[src/rtl/switch_debounce.sv]
// Switch input conditioning for the LED stage.
//
// Purpose: brings a raw mechanical switch into the clk domain through a
// two-flop synchroniser. The synchronised level is then accepted as the new
// debounced level only after it has differed from the current level for
// STABLE_CYCLES consecutive enabled cycles.
//
// Ports:
//   clk          system clock, rising edge
//   rst          synchronous active-high reset
//   enable       filter advance enable; low freezes the filter (not the synchroniser)
//   switch_raw   asynchronous raw switch level
//   switch       debounced level
//   rise         one-cycle pulse on an accepted 0->1
//   fall         one-cycle pulse on an accepted 1->0
//   toggle       flips on every accepted rise
//   press_count  number of accepted rises, wraps 255->0
module switch_debounce #(
   parameter  int unsigned STABLE_CYCLES = 4,
   localparam int unsigned CNT_W         = $clog2(STABLE_CYCLES + 1)
) (
   input  logic       clk,
   input  logic       rst,
   input  logic       enable,
   input  logic       switch_raw,
   output logic       switch,
   output logic       rise,
   output logic       fall,
   output logic       toggle,
   output logic [7:0] press_count
);

   localparam logic [CNT_W-1:0] CNT_LAST = CNT_W'(STABLE_CYCLES - 1);

   logic             sync0_q, sync0_d;
   logic             sync1_q, sync1_d;
   logic             switch_q, switch_d;
   logic             rise_q, rise_d;
   logic             fall_q, fall_d;
   logic             toggle_q, toggle_d;
   logic [7:0]       press_count_q, press_count_d;
   logic [CNT_W-1:0] cnt_q, cnt_d;

   always_comb begin
      sync0_d       = switch_raw;
      sync1_d       = sync0_q;
      switch_d      = switch_q;
      rise_d        = 1'b0;
      fall_d        = 1'b0;
      toggle_d      = toggle_q;
      press_count_d = press_count_q;
      cnt_d         = cnt_q;

      if (enable) begin
         if (sync1_q == switch_q) begin
            // Any return to the current level restarts the whole window.
            cnt_d = '0;
         end else if (cnt_q == CNT_LAST) begin
            switch_d = sync1_q;
            cnt_d    = '0;
            rise_d   = sync1_q;
            fall_d   = ~sync1_q;
            if (sync1_q) begin
               toggle_d      = ~toggle_q;
               press_count_d = press_count_q + 8'd1;
            end
         end else begin
            cnt_d = cnt_q + CNT_W'(1);
         end
      end
   end

   always_ff @(posedge clk) begin
      if (rst) begin
         sync0_q       <= 1'b0;
         sync1_q       <= 1'b0;
         switch_q      <= 1'b0;
         rise_q        <= 1'b0;
         fall_q        <= 1'b0;
         toggle_q      <= 1'b0;
         press_count_q <= 8'd0;
         cnt_q         <= '0;
      end else begin
         sync0_q       <= sync0_d;
         sync1_q       <= sync1_d;
         switch_q      <= switch_d;
         rise_q        <= rise_d;
         fall_q        <= fall_d;
         toggle_q      <= toggle_d;
         press_count_q <= press_count_d;
         cnt_q         <= cnt_d;
      end
   end

   assign switch      = switch_q;
   assign rise        = rise_q;
   assign fall        = fall_q;
   assign toggle      = toggle_q;
   assign press_count = press_count_q;

endmodule

[config.mk]
export PLATFORM = sky130hd
export DESIGN_NAME = switch_debounce
export DESIGN_NICKNAME = d
export VERILOG_FILES = /design/src/rtl/switch_debounce.sv
export SDC_FILE = /design/constraint.sdc
export NUM_CORES = 1
export LEC_CHECK = 0
export ABC_AREA = 0
export BUFFER_PORTS_ARGS = -buffer_cell sky130_fd_sc_hd__buf_4
export CAP_MARGIN = 0
export CORE_MARGIN = 2
export CORE_UTILIZATION = 44
export DETAILED_ROUTE_END_ITERATION = 6
export PLACE_DENSITY = 0.67
export SLEW_MARGIN = 0
export SYNTH_ARGS = -nofsm -noshare
export SYNTH_HDL_FRONTEND = slang
export SYNTH_SLANG_ARGS = --single-unit
[constraint.sdc]
create_clock -name clk -period 2.3 [get_ports clk]
set_input_delay 0.115 -clock clk [delete_from_list [all_inputs] [get_ports clk]]
set_output_delay 0.115 -clock clk [all_outputs]
set_load 0.02 [all_outputs]
==> metrics.md <==
| Metric | Value |
|---|---|
| Status | complete, no violations |
| Startpoint types | flop |
| Crit path buffers/inverters | 0 |
| PD cells | around 540 mW/mm^2 |
| Die W | 45.1 microns |
| Slowest stage delay, CP | 0.50 ns |
| Antenna cells | 0 |
| Least-Margin Pin Slew | ~0.38 ns |
| CP cell instances | ha_1 > nand3b_1 > or4_1 > a21oi_1 |
| Fin crit period | roughly 1.7 ns |
| DR vias/cell | just under 6 |
| Static leakage | between 0.0003 and 0.0004 uW |
| RSZ-0062 raised after global routing | no |
| Final slew viol count | 0 |
| Post-DRT Antenna Nets | 0 |
| Slew margin rel. | 74.5% |
| WL per Instance | approximately 14 microns |
| Clk_lat worst skew | between 0.2 and 0.3 ns |
| Worst reg2reg path depth | 4 |
| Fillcell total | 160 |
| Vias in the first global route | 588 |
| Initial DRC Count | 13 |
| Setup crit end kind | flop |
| Setup Viol. Count Final | 0 |
| Arr. time, crit path | around 1.9 ns |
| Die H | ~45 microns |
| Synthesized net count | 84 |
| DRT Pass-1 Iters | 3 |
| Largest net degree at the start of global routing | 18 |
| I/O Buffers | 15 |
| H-tree depth | 1 |
| Row cnt | 14 |
| Final worst setup slack | around 0.65 ns |
| Critical path's slowest cell | or4_1 |
| Syn-to-layout area delta | 18.5% |
| CP max FO | 11 |
| Crit path kind | reg -> reg |
| Initial antenna violation count | 0 |
| Max Cap Viol | 0 |
| Setup_tns | 0 ns |
| Hold buffers post-CTS | 0 |
| Required time of the critical path | around 2.5 ns |
| Total CTS buffers | 3 |
| Fmax | just over 600 MHz |
| Fin. Hold Viols | 0 |
| Hold depth | 2 |
| First-pass GRT wire length | around 2500 microns |
| Final period utilization | slightly above 70% |
| Crit-path leading delay family | simple AND/OR/NAND/NOR gates |
| Initial core utilization | approximately half |
| Post-synth cell types | 23 |
| Gate Count Post-Synth | 78 |
| DRC | 0 |
| Final Total Pwr | between 400 and 500 uW |
| Routability Congestion | 0.755 |
| TritonCTS clock tree | done |
| Sequential share of the synthesized area | 45.7% |
| DRT Wirelength | between 1500 and 2000 microns |
| Fin util | a little under three fifths |
| Max Clock Skew | 0.00124 ns |
| Io pins | 16 |
| Gr ovfl total | 0 |
| Seq cells post-synth | 17 |
| Fin nets | 100 |
| Clock root buffer | clkbuf_4 |
| Worst-path clk slew | about 0.10 ns |
| Via count | ~640 |
| Post_cts resized | 0 |
| Die area | ~0.0020 sq mm |
| Yosys warns | 0 |
| GR Util All Layers | roughly 18% |
| Setup bufs post-CTS | 0 |
| Syn Area/Cell | roughly 9.5 sq um |
| Pre-CTS setup slack | 0.680 ns |
| Clk buf depth | 2 |
| Cell depth of the worst setup path | 4 |
| Max VDD drop | 351 uV |
| Core area | ~0.0015 sq mm |
| Hold WC Path Type | in -> reg |
| Mapped cell area | roughly 740 sq um |
| Sink Count | 17 |
| Share of cells above drive strength 1 | between 20 and 25% |
==> final timing paths <==
check,endpoint,slack [ns],start
min reg2reg,sync1_q,0.45,sync0_q
max,press_count[2],0.65,cnt_q[0]
max reg2reg,press_count[2],0.65,cnt_q[0]
min,sync0_q,0.03,switch_raw
==> cells in the final DEF, fill, tap and decap left out <==
master,n
nor4b_1,1
nand4_1,4
nor2b_1,2
nand2b_1,6
nand4b_1,1
nand2_1,1
a21oi_1,12
clkinv_2,1
clkbuf_4,3
buf_4,15
dfxtp_1,17
inv_1,2
or4_1,5
or3_1,4
o31ai_1,5
mux2i_1,1
ha_1,2
nand3b_1,1
nor3_1,1
nor2_1,1
o21ai_1,4
nand3_1,2
nand4bb_4,1
xor2_1,1
==> cells by family (layout without fill, tap and decap cells) <==
group	after synthesis	count (layout)	synth area share, %
and+or+nand+nor	30	30	28.6
AOI/OAI and AO/OA	21	21	15.8
DFF	17	17	45.7
buffers and inverters	6	21	4.03
adders and majority gates	2	2	3.36
xor gates and xnor gates	1	1	1.18
muxes	1	1	1.34
==> power by group <==
part           internal [uW]  total [uW]  switching (uW)
sequential               296         298            1.93
combinational           6.94        17.8            10.9
clock                   64.8         159            94.2
==> per-stage QoR <==
| stage | hold slack (ns) | area [sq um] | instances |
|---|---|---|---|
| detailed placement | 0.338 | 855 | 105 |
| global route | 0.0487 | 882 | 109 |
| finish | 0.0278 | 882 | 109 |
| global placement | 0.332 | 855 | 105 |
| CTS | 0.0229 | 882 | 109 |
| floorplan | 0.203 | 744 | 78 |
==> synthesized netlist by cell type <==
library cell  count  share of area, %
nor3_1            1              0.67
clkbuf_1          3               1.5
nor2_1            1              0.50
a21oi_1          12               8.1
dfxtp_1          17                46
inv_1             2               1.0
nand2_1           1              0.50
nand4b_1          1               1.2
o31ai_1           5               5.0
nand4bb_4         1               3.7
nor4b_1           1               1.2
nor2b_1           2               1.7
nand4_1           4               3.4
mux2i_1           1               1.3
ha_1              2               3.4
or3_1             4               3.4
nand3_1           2               1.3
xor2_1            1               1.2
o21ai_1           4               2.7
nand2b_1          6               5.0
nand3b_1          1               1.0
or4_1             5               5.0
buf_6             1               1.5
==> routing by layer <==
layer / part of all wire (%) / GRT usage [%]
met5: 0 / 0
met4: 2.5 / 13.5
met3: 3.6 / 4.80
met2: 48 / 28.3
met1: 46 / 20.5
==> flip-flops by register name, summed over array words and instances, names as in the netlist <==
signal / count
fall: 1
press_count: 8
switch: 1
cnt_q: 3
toggle: 1
sync1_q: 1
rise: 1
sync0_q: 1
==> layout make-up <==
cell class,count,area [sq um],share of cell area [%]
flip-flops and latches,17,340,38.6
multi-input cells,55,374,42.4
clock buffers,3,22.5,2.55
repair buffers,15,113,12.8
inverters,2,7.51,0.851
clock inverters,1,5.00,0.567
well taps,16,20.0,2.27
No activity file was read; power rests on OpenSTA's default activity.
